$ cat config.mk
export PLATFORM = sky130hd
export DESIGN_NAME = dl_skid_buf
export DESIGN_NICKNAME = d
export VERILOG_FILES = /design/src/rtl/dl_pkg.sv /design/src/rtl/dl_reg_en_rst.sv /design/src/rtl/dl_skid_buf.sv
export SDC_FILE = /design/constraint.sdc
export NUM_CORES = 1
export LEC_CHECK = 0
export BUFFER_PORTS_ARGS = -buffer_cell sky130_fd_sc_hd__buf_4
export CAP_MARGIN = 20
export CELL_PAD_IN_SITES_DETAIL_PLACEMENT = 0
export CELL_PAD_IN_SITES_GLOBAL_PLACEMENT = 2
export CORE_AREA = 2 2 39 41
export CTS_CLUSTER_SIZE = 8
export DETAILED_ROUTE_END_ITERATION = 16
export DIE_AREA = 0 0 41 43
export GPL_TIMING_DRIVEN = 0
export PLACE_DENSITY = 0.62
export SYNTH_ARGS = -nofsm -noshare
export SYNTH_HDL_FRONTEND = slang
export SYNTH_SLANG_ARGS = --single-unit
export TNS_END_PERCENT = 5
$ cat constraint.sdc
create_clock -name clk -period 1.7 [get_ports clk]
set_input_delay 0.17 -clock clk [delete_from_list [all_inputs] [get_ports clk]]
set_output_delay 0.17 -clock clk [all_outputs]
set_load 0.03 [all_outputs]
$ cat src/rtl/dl_pkg.sv
// Shared definitions for the dl_* pipeline library.
//   dl_skid_state_t : occupancy state of the two-entry skid buffer
//   DL_SKID_DEPTH   : number of beats the skid buffer can hold
package dl_pkg;

    typedef enum logic [1:0] {
        EMPTY = 2'd0,
        BUSY  = 2'd1,
        FULL  = 2'd2
    } dl_skid_state_t;

    localparam int DL_SKID_DEPTH = 2;

endpackage

$ cat src/rtl/dl_reg_en_rst.sv
// Generic register with load enable and synchronous active-high clear.
//   clk : rising-edge clock
//   rst : synchronous clear to 0, takes priority over en
//   en  : load d on the next edge
//   d   : next value
//   q   : registered value
module dl_reg_en_rst #(
    parameter int NUM_BITS = 1
) (
    input  logic                clk,
    input  logic                rst,
    input  logic                en,
    input  logic [NUM_BITS-1:0] d,
    output logic [NUM_BITS-1:0] q
);

    always_ff @(posedge clk) begin
        if (rst) begin
            q <= '0;
        end else if (en) begin
            q <= d;
        end
    end

endmodule

$ cat src/rtl/dl_skid_buf.sv
// Two-entry elastic stage with valid/ready on both sides. Every output is a
// decode of registered state, so no input reaches an output combinationally.
//   clk, rst          : clock and synchronous active-high reset
//   in_val/in_rdy     : producer handshake, in_data is the payload
//   out_val/out_rdy   : consumer handshake, out_data is the payload
//   count             : current occupancy (0..2)
//
// state | meaning
// EMPTY | nothing held, out_val=0, in_rdy=1
// BUSY  | one beat in main_q, out_val=1, in_rdy=1
// FULL  | main_q plus overflow beat in skid_q, out_val=1, in_rdy=0
module dl_skid_buf
    import dl_pkg::*;
#(
    parameter int NUM_BITS = 1
) (
    input  logic                clk,
    input  logic                rst,
    input  logic                in_val,
    output logic                in_rdy,
    input  logic [NUM_BITS-1:0] in_data,
    output logic                out_val,
    input  logic                out_rdy,
    output logic [NUM_BITS-1:0] out_data,
    output logic [1:0]          count
);

    dl_skid_state_t state_q;
    dl_skid_state_t state_d;

    logic                in_fire;
    logic                out_fire;
    logic                main_en;
    logic                main_from_skid;
    logic                skid_en;
    logic [NUM_BITS-1:0] main_d;
    logic [NUM_BITS-1:0] main_q;
    logic [NUM_BITS-1:0] skid_q;

    assign in_rdy   = (state_q != FULL);
    assign out_val  = (state_q != EMPTY);
    assign out_data = main_q;
    assign in_fire  = in_val & in_rdy;
    assign out_fire = out_val & out_rdy;

    always_comb begin
        case (state_q)
            EMPTY:   count = 2'd0;
            BUSY:    count = 2'd1;
            FULL:    count = 2'(DL_SKID_DEPTH);
            default: count = 2'd0;
        endcase
    end

    always_comb begin
        state_d        = state_q;
        main_en        = 1'b0;
        main_from_skid = 1'b0;
        skid_en        = 1'b0;
        case (state_q)
            EMPTY: begin
                if (in_fire) begin
                    state_d = BUSY;
                    main_en = 1'b1;
                end
            end
            BUSY: begin
                if (in_fire && out_fire) begin
                    main_en = 1'b1;
                end else if (in_fire) begin
                    // consumer stalled: park the new beat behind main_q
                    state_d = FULL;
                    skid_en = 1'b1;
                end else if (out_fire) begin
                    state_d = EMPTY;
                end
            end
            FULL: begin
                if (out_fire) begin
                    state_d        = BUSY;
                    main_en        = 1'b1;
                    main_from_skid = 1'b1;
                end
            end
            default: state_d = EMPTY;
        endcase
    end

    assign main_d = main_from_skid ? skid_q : in_data;

    always_ff @(posedge clk) begin
        if (rst) begin
            state_q <= EMPTY;
        end else begin
            state_q <= state_d;
        end
    end

    dl_reg_en_rst #(.NUM_BITS(NUM_BITS)) u_main (
        .clk (clk),
        .rst (rst),
        .en  (main_en),
        .d   (main_d),
        .q   (main_q)
    );

    dl_reg_en_rst #(.NUM_BITS(NUM_BITS)) u_skid (
        .clk (clk),
        .rst (rst),
        .en  (skid_en),
        .d   (in_data),
        .q   (skid_q)
    );

endmodule

==> results_dict.tcl <==
set metrics [dict create \
    grt_pass1_wl_um 855 \
    die_height_um 43 \
    routed_wl_um 501 \
    nets 44 \
    total_leakage_power_uw 0.000141 \
    post-route-util_pct 23.4 \
    cts_max_path_buffers 2 \
    cts_resized 0 \
    vias 209 \
    ys_seq_elements 4 \
    dpl.hpwl_um 392 \
    synth-main-ff-cell "dfxtp_1" \
    cts-htree-levels 1 \
    path_clk_slew_ps 40 \
    synth_edf_count 0 \
    die-area_sq_um 1760 \
    gp_routability_congestion 0.690 \
    syn_avg_cell_area_sq_um 8.56 \
    timing.setup.tns_ps 0 \
    routedWlPerCell_um 9.45 \
    pwr-share-clk_pct 41.2 \
    layout_min_cycle_time_ps 1300 \
    fmax_mhz 769 \
    track_usage_pct 7.33 \
    grt_pass1_vias 216 \
    synth_async_sr_flop_share_pct 0 \
    clk_root_buffer_cell "clkbuf_4" \
    die_x_um 41 \
    diodes 0 \
    cp_max_fo 8 \
    clkSinkCount 4 \
    hold_violations 0 \
    ys_seq_area_share_pct 37.4 \
    synth_area_sq_um 214 \
    synth_nets 30 \
    critPathArrivalTime_ps 1130 \
    endpoint_kind "output port" \
    area_growth_pct 51.5 \
    max_slew_margin_pct 81.8 \
    most-common-layout-cells "9 x buf_4, 4 x dfxtp_1, 3 x nor2_1, 3 x clkbuf_4" \
    antenna_found_initial 0 \
    antenna_left 0 \
    drv_cap 0 \
    ys_types 17 \
    internal_power_uw 205 \
    remaining_drc_errors 0 \
    start_util_pct 15.5 \
    fillers 160 \
    layout_commonest_cell "buf_4" \
    vias_per_cell 3.94 \
    cts_inserted_buffers 3 \
    syn_inst 25 \
    drt-initial-drc-count 0 \
    timing.final.crit_share_pct 76.5 \
    crit_required_ps 1530 \
    cts_setup_buffers 0 \
    hp-class "primary input to flop" \
    p_seq_share_pct 38.2 \
    placedCellCount 50 \
    peakVddDrop_uv 331 \
    clkLatencyLatePin_ps 230 \
    rows 14 \
    instances_no_fill 53 \
    drive_above_1_share_pct 35.1 \
    core_area_sq_um 1380 \
    hold_buffers 0 \
    p_comb_share_pct 20.7 \
    critPathLaunchType "flop" \
    worstSetupPathType "flop to output port" \
    slew_violations 0 \
    status "complete, no violations" \
    worst_slew_pin_slew_ps 272 \
    grt-ovfl-total 0 \
    pwr_density_cell_nw_per_um2 857 \
    switchingPower_uw 72.4 \
    netSwitchingFraction_pct 26.1 \
    setup_viol_count_final 0 \
    grt_max_degree 9 \
    rsz0062_at_grt "false" \
    firstDrtPassIters 1 \
    finClkSkew_ps 7.38 \
    io_pins 10 \
    portBuffers 9 \
    cts_tree "built" \
    yosys_warnings 0 \
]
cell families (layout without fill, tap and decap cells):
family	after synthesis	after routing	share of synthesized area, %
AO/OA/AOI/OAI	7	7	24.6
buffers and inverters	2	14	3.51
flip-flops	4	4	37.4
AND/OR/NAND/NOR	11	11	29.8
multiplexers	1	1	4.68
state kept, by name, summed over array words and instances, names as in the netlist:
signal and flops:
u_skid.q 1, u_main.q 1, state_q 2
critical path: stages, from the launching register on:
cell and delay (ps):
dfxtp_1 440, nor2b_2 250, inv_1 50, buf_4 160
area by class of cell:
cell class	instances	area, sq um	share of cell area (%)
timing repair buffer	9	67.6	20.8
sequential	4	80.1	24.7
inverter	2	7.51	2.32
multi-input combinational	19	126	39.0
clock buffer	3	22.5	6.95
tap	16	20.0	6.18
synthesized netlist by cell type (2+ instances only):
library cell,instances,area share (%)
nand2_1,2,3.5
nor2_1,3,5.3
a21oi_1,2,4.7
dfxtp_1,4,37
inv_1,2,3.5
per-layer routing:
metal	vias up	track usage, %	share of wire, %
met3	0	1.57	6.4
met1	90	9.65	50
met4	0	8.00	0
met2	6	8.75	44
li1	113	-	-
met5	-	0	0
through the flow:
step	power [uW]	hold WS, ps	setup WS [ps]	area [sq um]
after floorplan	140	239	487	214
after global placement	166	364	574	302
after detailed placement	166	366	611	302
after CTS	286	113	394	324
after global routing	293	132	298	324
final	278	123	400	324
power groups by stage:
stage	clock network, uW	registers (uW)	logic, uW
5_1_grt	123	107	63.0
6_report	114	106	57.4
3_3_place_gp	0	107	58.7
3_5_place_dp	0	107	58.2
4_1_cts	122	106	58.3
2_1_floorplan	0	110	30.0
worst paths after layout:
| kind | cells after the start | from | slack [ps] | to |
|---|---|---|---|---|
| setup reg to reg | 3 | state_q[0] | 600 | u_skid.q |
| hold / removal | 2 | rst | 120 | u_skid.q |
| setup / recovery | 3 | state_q[1] | 400 | in_rdy |
| hold reg to reg | 2 | u_skid.q | 520 | u_skid.q |
No activity file was read; power rests on OpenSTA's default activity.
